## src/rtl/alu_pkg.sv

```systemverilog
// Shared op codes, FSM encoding and helpers
// for the bit-serial ALU controller.
package alu_pkg;

  localparam logic [2:0] OP_ADD   = 3'b000;
  localparam logic [2:0] OP_SUB   = 3'b001;
  localparam logic [2:0] OP_AND   = 3'b010;
  localparam logic [2:0] OP_OR    = 3'b011;
  localparam logic [2:0] OP_XNOR  = 3'b100;
  localparam logic [2:0] OP_NOTA  = 3'b101;
  localparam logic [2:0] OP_PASSA = 3'b110;
  localparam logic [2:0] OP_NOTB  = 3'b111;

  localparam logic [1:0] IDLE = 2'd0;
  localparam logic [1:0] RUN  = 2'd1;
  localparam logic [1:0] DONE = 2'd2;

  function automatic logic is_arith(
    input logic [2:0] f
  );
    return (f == OP_ADD) || (f == OP_SUB);
  endfunction

endpackage

```

## src/rtl/bit_serial_alu_ctrl_if.sv

```systemverilog
// Request/response bus of the serial ALU.
// master: start/opA/opB/func; slave: busy/done/result/flags.
interface bit_serial_alu_ctrl_if #(
  parameter int WIDTH = 8
);
  logic             start;
  logic [WIDTH-1:0] opA;
  logic [WIDTH-1:0] opB;
  logic [2:0]       func;
  logic             busy;
  logic             done;
  logic [WIDTH-1:0] result;
  logic             carry_out;
  logic             zero;

  modport master (
    output start, opA, opB, func,
    input  busy, done, result,
    input  carry_out, zero
  );

  modport slave (
    input  start, opA, opB, func,
    output busy, done, result,
    output carry_out, zero
  );
endinterface

```

## src/rtl/serial_shift_reg.sv

```systemverilog
// Right-shift register with load and shift enable.
// Ports: clk, rst_n (sync, low), load/din, shift/sin, q.
module serial_shift_reg #(
  parameter int W = 8
) (
  input  logic         clk,
  input  logic         rst_n,
  input  logic         load,
  input  logic         shift,
  input  logic         sin,
  input  logic [W-1:0] din,
  output logic [W-1:0] q
);

  logic [W-1:0] sh_q;
  logic [W-1:0] sh_d;

  always_comb begin
    sh_d = sh_q;
    if (load) begin
      sh_d = din;
    end else if (shift) begin
      sh_d = {sin, sh_q[W-1:1]};
    end
  end

  always_ff @(posedge clk) begin
    if (!rst_n) begin
      sh_q <= '0;
    end else begin
      sh_q <= sh_d;
    end
  end

  assign q = sh_q;

endmodule

```

## src/rtl/bit_serial_alu_ctrl.sv

```systemverilog
// Drives one external ALU bit slice LSB-first.
// Ports: clk, rst_n, bus (slave), sl_* slice link.
module bit_serial_alu_ctrl
  import alu_pkg::*;
#(
  parameter int WIDTH = 8
) (
  input  logic       clk,
  input  logic       rst_n,
  bit_serial_alu_ctrl_if.slave bus,
  output logic       sl_An,
  output logic       sl_Bn,
  output logic [2:0] sl_func,
  output logic       sl_CinSOMA,
  output logic       sl_CinCOMP,
  input  logic       sl_CoutSOMA,
  input  logic       sl_CoutCOMP,
  input  logic       sl_Rn
);

  localparam int CW = $clog2(WIDTH);
  localparam logic [CW-1:0] LAST =
    CW'(WIDTH - 1);

  logic [1:0]       state_q, state_d;
  logic [CW-1:0]    cnt_q, cnt_d;
  logic [2:0]       func_q, func_d;
  logic             c_soma_q, c_soma_d;
  logic             c_comp_q, c_comp_d;
  logic [WIDTH-1:0] result_q, result_d;
  logic             carry_q, carry_d;
  logic             zero_q, zero_d;

  logic             run;
  logic             accept;
  logic [WIDTH-1:0] a_sh, b_sh, r_sh;
  logic [WIDTH-1:0] r_next;
  logic             unused_hi;

  assign run    = (state_q == RUN);
  assign accept = (state_q == IDLE) && bus.start;

  // Result including the bit arriving this
  // cycle, so DONE already shows it.
  assign r_next = {sl_Rn, r_sh[WIDTH-1:1]};

  always_comb begin
    state_d  = state_q;
    cnt_d    = cnt_q;
    func_d   = func_q;
    c_soma_d = c_soma_q;
    c_comp_d = c_comp_q;
    result_d = result_q;
    carry_d  = carry_q;
    zero_d   = zero_q;
    unique case (state_q)
      IDLE: begin
        if (bus.start) begin
          state_d  = RUN;
          cnt_d    = '0;
          func_d   = bus.func;
          c_soma_d = 1'b0;
          c_comp_d = (bus.func == OP_SUB);
        end
      end
      RUN: begin
        c_soma_d = sl_CoutSOMA;
        c_comp_d = sl_CoutCOMP;
        cnt_d    = cnt_q + CW'(1);
        if (cnt_q == LAST) begin
          state_d  = DONE;
          result_d = r_next;
          carry_d  = is_arith(func_q)
                     ? sl_CoutSOMA : 1'b0;
          zero_d   = (r_next == '0);
        end
      end
      DONE: begin
        state_d = IDLE;
      end
      default: begin
        state_d = IDLE;
      end
    endcase
  end

  always_ff @(posedge clk) begin
    if (!rst_n) begin
      state_q  <= IDLE;
      cnt_q    <= '0;
      func_q   <= OP_ADD;
      c_soma_q <= 1'b0;
      c_comp_q <= 1'b0;
      result_q <= '0;
      carry_q  <= 1'b0;
      zero_q   <= 1'b1;
    end else begin
      state_q  <= state_d;
      cnt_q    <= cnt_d;
      func_q   <= func_d;
      c_soma_q <= c_soma_d;
      c_comp_q <= c_comp_d;
      result_q <= result_d;
      carry_q  <= carry_d;
      zero_q   <= zero_d;
    end
  end

  serial_shift_reg #(.W(WIDTH)) u_a_sh (
    .clk   (clk),
    .rst_n (rst_n),
    .load  (accept),
    .shift (run),
    .sin   (1'b0),
    .din   (bus.opA),
    .q     (a_sh)
  );

  serial_shift_reg #(.W(WIDTH)) u_b_sh (
    .clk   (clk),
    .rst_n (rst_n),
    .load  (accept),
    .shift (run),
    .sin   (1'b0),
    .din   (bus.opB),
    .q     (b_sh)
  );

  serial_shift_reg #(.W(WIDTH)) u_r_sh (
    .clk   (clk),
    .rst_n (rst_n),
    .load  (accept),
    .shift (run),
    .sin   (sl_Rn),
    .din   ('0),
    .q     (r_sh)
  );

  // Only the LSB of the operand shifters
  // leaves this block.
  assign unused_hi = ^{a_sh[WIDTH-1:1],
                       b_sh[WIDTH-1:1]};

  assign sl_An      = run & a_sh[0];
  assign sl_Bn      = run & b_sh[0];
  assign sl_CinSOMA = run & c_soma_q;
  assign sl_CinCOMP = run & c_comp_q;
  assign sl_func    = func_q;

  assign bus.busy      = run;
  assign bus.done      = (state_q == DONE);
  assign bus.result    = result_q;
  assign bus.carry_out = carry_q;
  assign bus.zero      = zero_q;

endmodule
```

## src/flat_wrapper.sv

```systemverilog
// flat-port wrapper written by rule: the top's interface ports become plain ports
module bit_serial_alu_ctrl_flat import alu_pkg::*;
#(
  parameter int WIDTH = 8
)
  (clk, rst_n, sl_An, sl_Bn, sl_func, sl_CinSOMA, sl_CinCOMP, sl_CoutSOMA, sl_CoutCOMP, sl_Rn, bus_start, bus_opA, bus_opB, bus_func, bus_busy, bus_done, bus_result, bus_carry_out, bus_zero);
  bit_serial_alu_ctrl_if #(.WIDTH(WIDTH)) bus_i ();
  input  logic clk;
  input  logic rst_n;
  output logic sl_An;
  output logic sl_Bn;
  output logic [2:0] sl_func;
  output logic sl_CinSOMA;
  output logic sl_CinCOMP;
  input  logic sl_CoutSOMA;
  input  logic sl_CoutCOMP;
  input  logic sl_Rn;
  input wire logic [$bits(bus_i.start)-1:0] bus_start;
  input wire logic [$bits(bus_i.opA)-1:0] bus_opA;
  input wire logic [$bits(bus_i.opB)-1:0] bus_opB;
  input wire logic [$bits(bus_i.func)-1:0] bus_func;
  output wire logic [$bits(bus_i.busy)-1:0] bus_busy;
  output wire logic [$bits(bus_i.done)-1:0] bus_done;
  output wire logic [$bits(bus_i.result)-1:0] bus_result;
  output wire logic [$bits(bus_i.carry_out)-1:0] bus_carry_out;
  output wire logic [$bits(bus_i.zero)-1:0] bus_zero;
  assign bus_i.start = bus_start;
  assign bus_i.opA = bus_opA;
  assign bus_i.opB = bus_opB;
  assign bus_i.func = bus_func;
  assign bus_busy = bus_i.busy;
  assign bus_done = bus_i.done;
  assign bus_result = bus_i.result;
  assign bus_carry_out = bus_i.carry_out;
  assign bus_zero = bus_i.zero;
  bit_serial_alu_ctrl #(.WIDTH(WIDTH)) u_core (.clk(clk), .rst_n(rst_n), .bus(bus_i), .sl_An(sl_An), .sl_Bn(sl_Bn), .sl_func(sl_func), .sl_CinSOMA(sl_CinSOMA), .sl_CinCOMP(sl_CinCOMP), .sl_CoutSOMA(sl_CoutSOMA), .sl_CoutCOMP(sl_CoutCOMP), .sl_Rn(sl_Rn));
endmodule
```

## config.mk

```make
export PLATFORM = sky130hd
export DESIGN_NAME = bit_serial_alu_ctrl_flat
export DESIGN_NICKNAME = d
export VERILOG_FILES = /design/src/rtl/alu_pkg.sv /design/src/rtl/bit_serial_alu_ctrl_if.sv /design/src/rtl/serial_shift_reg.sv /design/src/rtl/bit_serial_alu_ctrl.sv /design/src/flat_wrapper.sv
export SDC_FILE = /design/constraint.sdc
export NUM_CORES = 1
export LEC_CHECK = 0
export CORE_MARGIN = 2
export CORE_UTILIZATION = 49
export CTS_BUF_LIST = sky130_fd_sc_hd__clkbuf_8 sky130_fd_sc_hd__clkbuf_16
export DETAILED_ROUTE_END_ITERATION = 12
export GPL_ROUTABILITY_DRIVEN = 0
export GPL_TIMING_DRIVEN = 0
export PLACE_DENSITY = 0.85
export SLEW_MARGIN = 20
export SYNTH_ARGS = -nofsm -noshare
export SYNTH_HDL_FRONTEND = slang
export SYNTH_SLANG_ARGS = --single-unit
```

## constraint.sdc

```tcl
create_clock -name clk -period 4 [get_ports clk]
set_clock_uncertainty 0.05 [all_clocks]
set_input_delay 0.8 -clock clk [delete_from_list [all_inputs] [get_ports clk]]
set_output_delay 0.8 -clock clk [all_outputs]
set_load 0.01 [all_outputs]
```

==> flow_summary.yaml <==
clock_network:
  cts_resized: 0
  cts_buffers: 5
  root_buffer: "clkbuf_8"
  htreeDepth: 2
  clock_latency_ns: 0.29
  cts_tree: "done"
  cts.sinks: 43
  cts_max_path_buffers: 2
  ctsHoldBuffers: 0
  postCtsSetupBuffers: 0
  clk_pin_slew_worst_paths_ns: 0.07
die:
  rows: 22
  die_w_um: 64.6
  dieArea_mm2: 0.00417
  start_util_pct: 49.9
  boundaryPins: 44
  coreArea_mm2: 0.00361
  die_h_um: 64.6
synth:
  synth_enable_flop_cells: 0
  yosysMostFrequentCell: "dfxtp_1"
  async_reset_ff_share_pct: 0
  syn_area_per_cell_um2: 8.69
  yosysWarnings: 0
  synth_top_area_cell: "dfxtp_1"
  synthFlopType: "dfxtp_1"
  synthTopCellsByArea: "dfxtp_1 48%, nand2_1 7.1%, a21oi_1 6.4%"
  synth_seq_cells: 43
  synth_nets: 234
  ys_top_cells_by_count: "43 x dfxtp_1, 34 x nand2_1, 23 x a21oi_1, 15 x o21ai_0, 14 x nor2_1"
  synthDistinctLibCells: 31
  ys_seq_area_share_pct: 47.9
  syn_inst: 207
  netlist_area_mm2: 0.00180
  yosysTopAreaCellShare_pct: 47.9
place:
  place_hpwl_mm: 2.69
  port_buffers: 42
grt:
  antenna_found_initial: 0
  grtUsageTotal_pct: 19.9
  grt_max_degree: 12
  met1_usage_pct: 24.8
  busiest_layer: "met2"
  met3_usage_pct: 6.42
  grt_pass1_vias: 1472
  met2_usage_pct: 33.1
  overflow: 0
  grt_pass1_wl_mm: 6.56
cells_and_area:
  drive_gt1_share_pct: 5.88
  fillers: 324
  antenna_cells: 0
  utilization_pct: 65.2
  area_growth_pct: 30.8
  nNetsFinal: 283
pwr:
  power_uw: 815
  power.internal_uw: 620
  sequentialPowerShare_pct: 56.3
  p_leak_nw: 0.856
  power.density_mw_per_mm2: 346
  combPwrFrac_pct: 13.7
  p_sw_uw: 194
  ir_drop_mv: 0.248
  pwr-share-clk_pct: 30.1
  sw_frac_of_total_pct: 23.9
drt:
  drt_iter0_markers: 110
  routed_wl_mm: 3.78
  avgRoutedWirePerCell_um: 12.5
  route.detailed.drc: 0
  vias: 1585
  dr.pass1.iters: 4
  detail-route-antenna-nets: 0
  viasPerCell: 5.23
sta:
  maxSlewHeadroom_pct: 69.8
  min_period_over_period_pct: 68.9
  layout_min_cycle_time_ns: 2.76
  maxSlewViolCount: 0
  holdWs_ns: 0.412
  tns_ns: 0
  max_freq_ghz: 0.363
  setup_viol: 0
  finalHoldViolCount: 0
  worst_pin_slew_ns: 0.452
  rsz0062_at_grt: "no"
worst_setup_path:
  cp_cell_sequence: "nand2b_1 -> buf_4 -> inv_4 -> buf_6 -> and2_1 -> clkdlybuf4s50_1"
  worstPathRequired_ns: 3.15
  worstSetupPathType: "flop to primary output"
  startpoint_type: "flop"
  rr_startpoint: "u_core.cnt_q[0]"
  reg2reg_depth: 5
  rrSetupSlack_ns: 2.52
  worst_path_max_delay_cell: "clkdlybuf4s50_1"
  r2r_end: "u_core.bus.result[3]"
  crit_fanout: 10
  cp-end-kind: "primary output"
  slowest_delay_ns: 0.54
  arrival_ns: 1.91
hold_path:
  hold_end: "u_core.bus.result[4]"
  min_path_cells: 2
  min_path_type: "flop to flop"
  worstHoldStart: "u_core.bus.result[4]"
status:
  status: "complete, no violations"
flow_run:
  maxCapViolCount: 0
## routing by layer
layer | wire length (µm) | vias to the layer above
met4 | 47 | 0
li1 | - | 815
met2 | 1790 | 48
met3 | 238 | 8
met1 | 1710 | 714
met5 | 0 | -
## cell families (layout without fill, tap and decap cells)
logic type	after synthesis	in the layout	share of synthesized area, %
AO/OA/AOI/OAI	69	69	24.4
adder cells (fa/ha/maj)	2	2	1.39
buffers and inverters	16	64	4.94
flip-flops	43	43	47.9
multiplexers	3	3	1.67
AND/OR/NAND/NOR	74	74	19.8
## critical path, delay by kind of cell (launching register included)
kind,cells,cell delay (ns)
buffers and inverters,4,0.95
flip-flops,1,0.38
AND/OR/NAND/NOR,2,0.29
## registers in the layout, summed over array words and instances, names as in the netlist
signal                flops
u_core.bus.carry_out      1
u_core.bus.result         8
u_core.bus.zero           1
u_core.c_comp_q           1
u_core.c_soma_q           1
u_core.cnt_q              3
u_core.sl_func            3
u_core.state_q            2
u_core.u_a_sh.q           8
u_core.u_b_sh.q           8
u_core.u_r_sh.q           7
## stage by stage
stage,area (µm²),worst slack (ns),instances
floorplan,1800,2.12,207
global placement,2280,1.57,297
detailed placement,2280,1.56,297
CTS,2350,1.23,303
global route,2350,1.15,303
finish,2350,1.24,303
## worst max path at each step
stage                                 start         end  slack (ns)  cells after the start
after floorplan           u_core.state_q[1]       sl_An        2.12                      5
after global placement    u_core.state_q[1]       sl_An        1.57                      6
after detailed placement  u_core.state_q[1]  sl_CinCOMP        1.56                      6
after CTS                 u_core.state_q[1]  sl_CinCOMP        1.23                      6
after global routing      u_core.state_q[1]       sl_Bn        1.15                      6
final                     u_core.state_q[1]  sl_CinCOMP        1.24                      6
## layout make-up
type                            count  area [µm²]  share of cell area, %
Sequential cell                    43         861                   36.6
Multi-Input combinational cell    148         848                   36.1
Timing Repair Buffer               42         420                   17.9
Buffer                             13        75.1                   3.19
Clock buffer                        5        68.8                   2.93
Tap cell                           48        60.1                   2.55
Inverter                            3        13.8                  0.585
Clock inverter                      1        3.75                  0.160
## cell usage in the layout, fill, tap and decap left out, drive strengths merged, types with 5 or more instances in the layout
cell type      synthesis  layout
dfxtp                 43      43
clkdlybuf4s50          0      42
nand2                 34      34
a21oi                 23      23
o21ai                 15      15
nor2                  14      14
o2bb2ai               11      11
clkbuf                 6      11
a21boi                 9       9
nor2b                  8       8
buf                    7       7
and2                   5       5
a22oi                  5       5
## power by group through the flow
stage	clock [mW]	sequential [mW]	combinational (mW)
floorplan	0	0.466	0.0639
global placement	0	0.467	0.110
detailed placement	0	0.467	0.111
CTS	0.253	0.458	0.111
global route	0.277	0.461	0.123
finish	0.245	0.458	0.111
(Power assumes the default switching activity.)
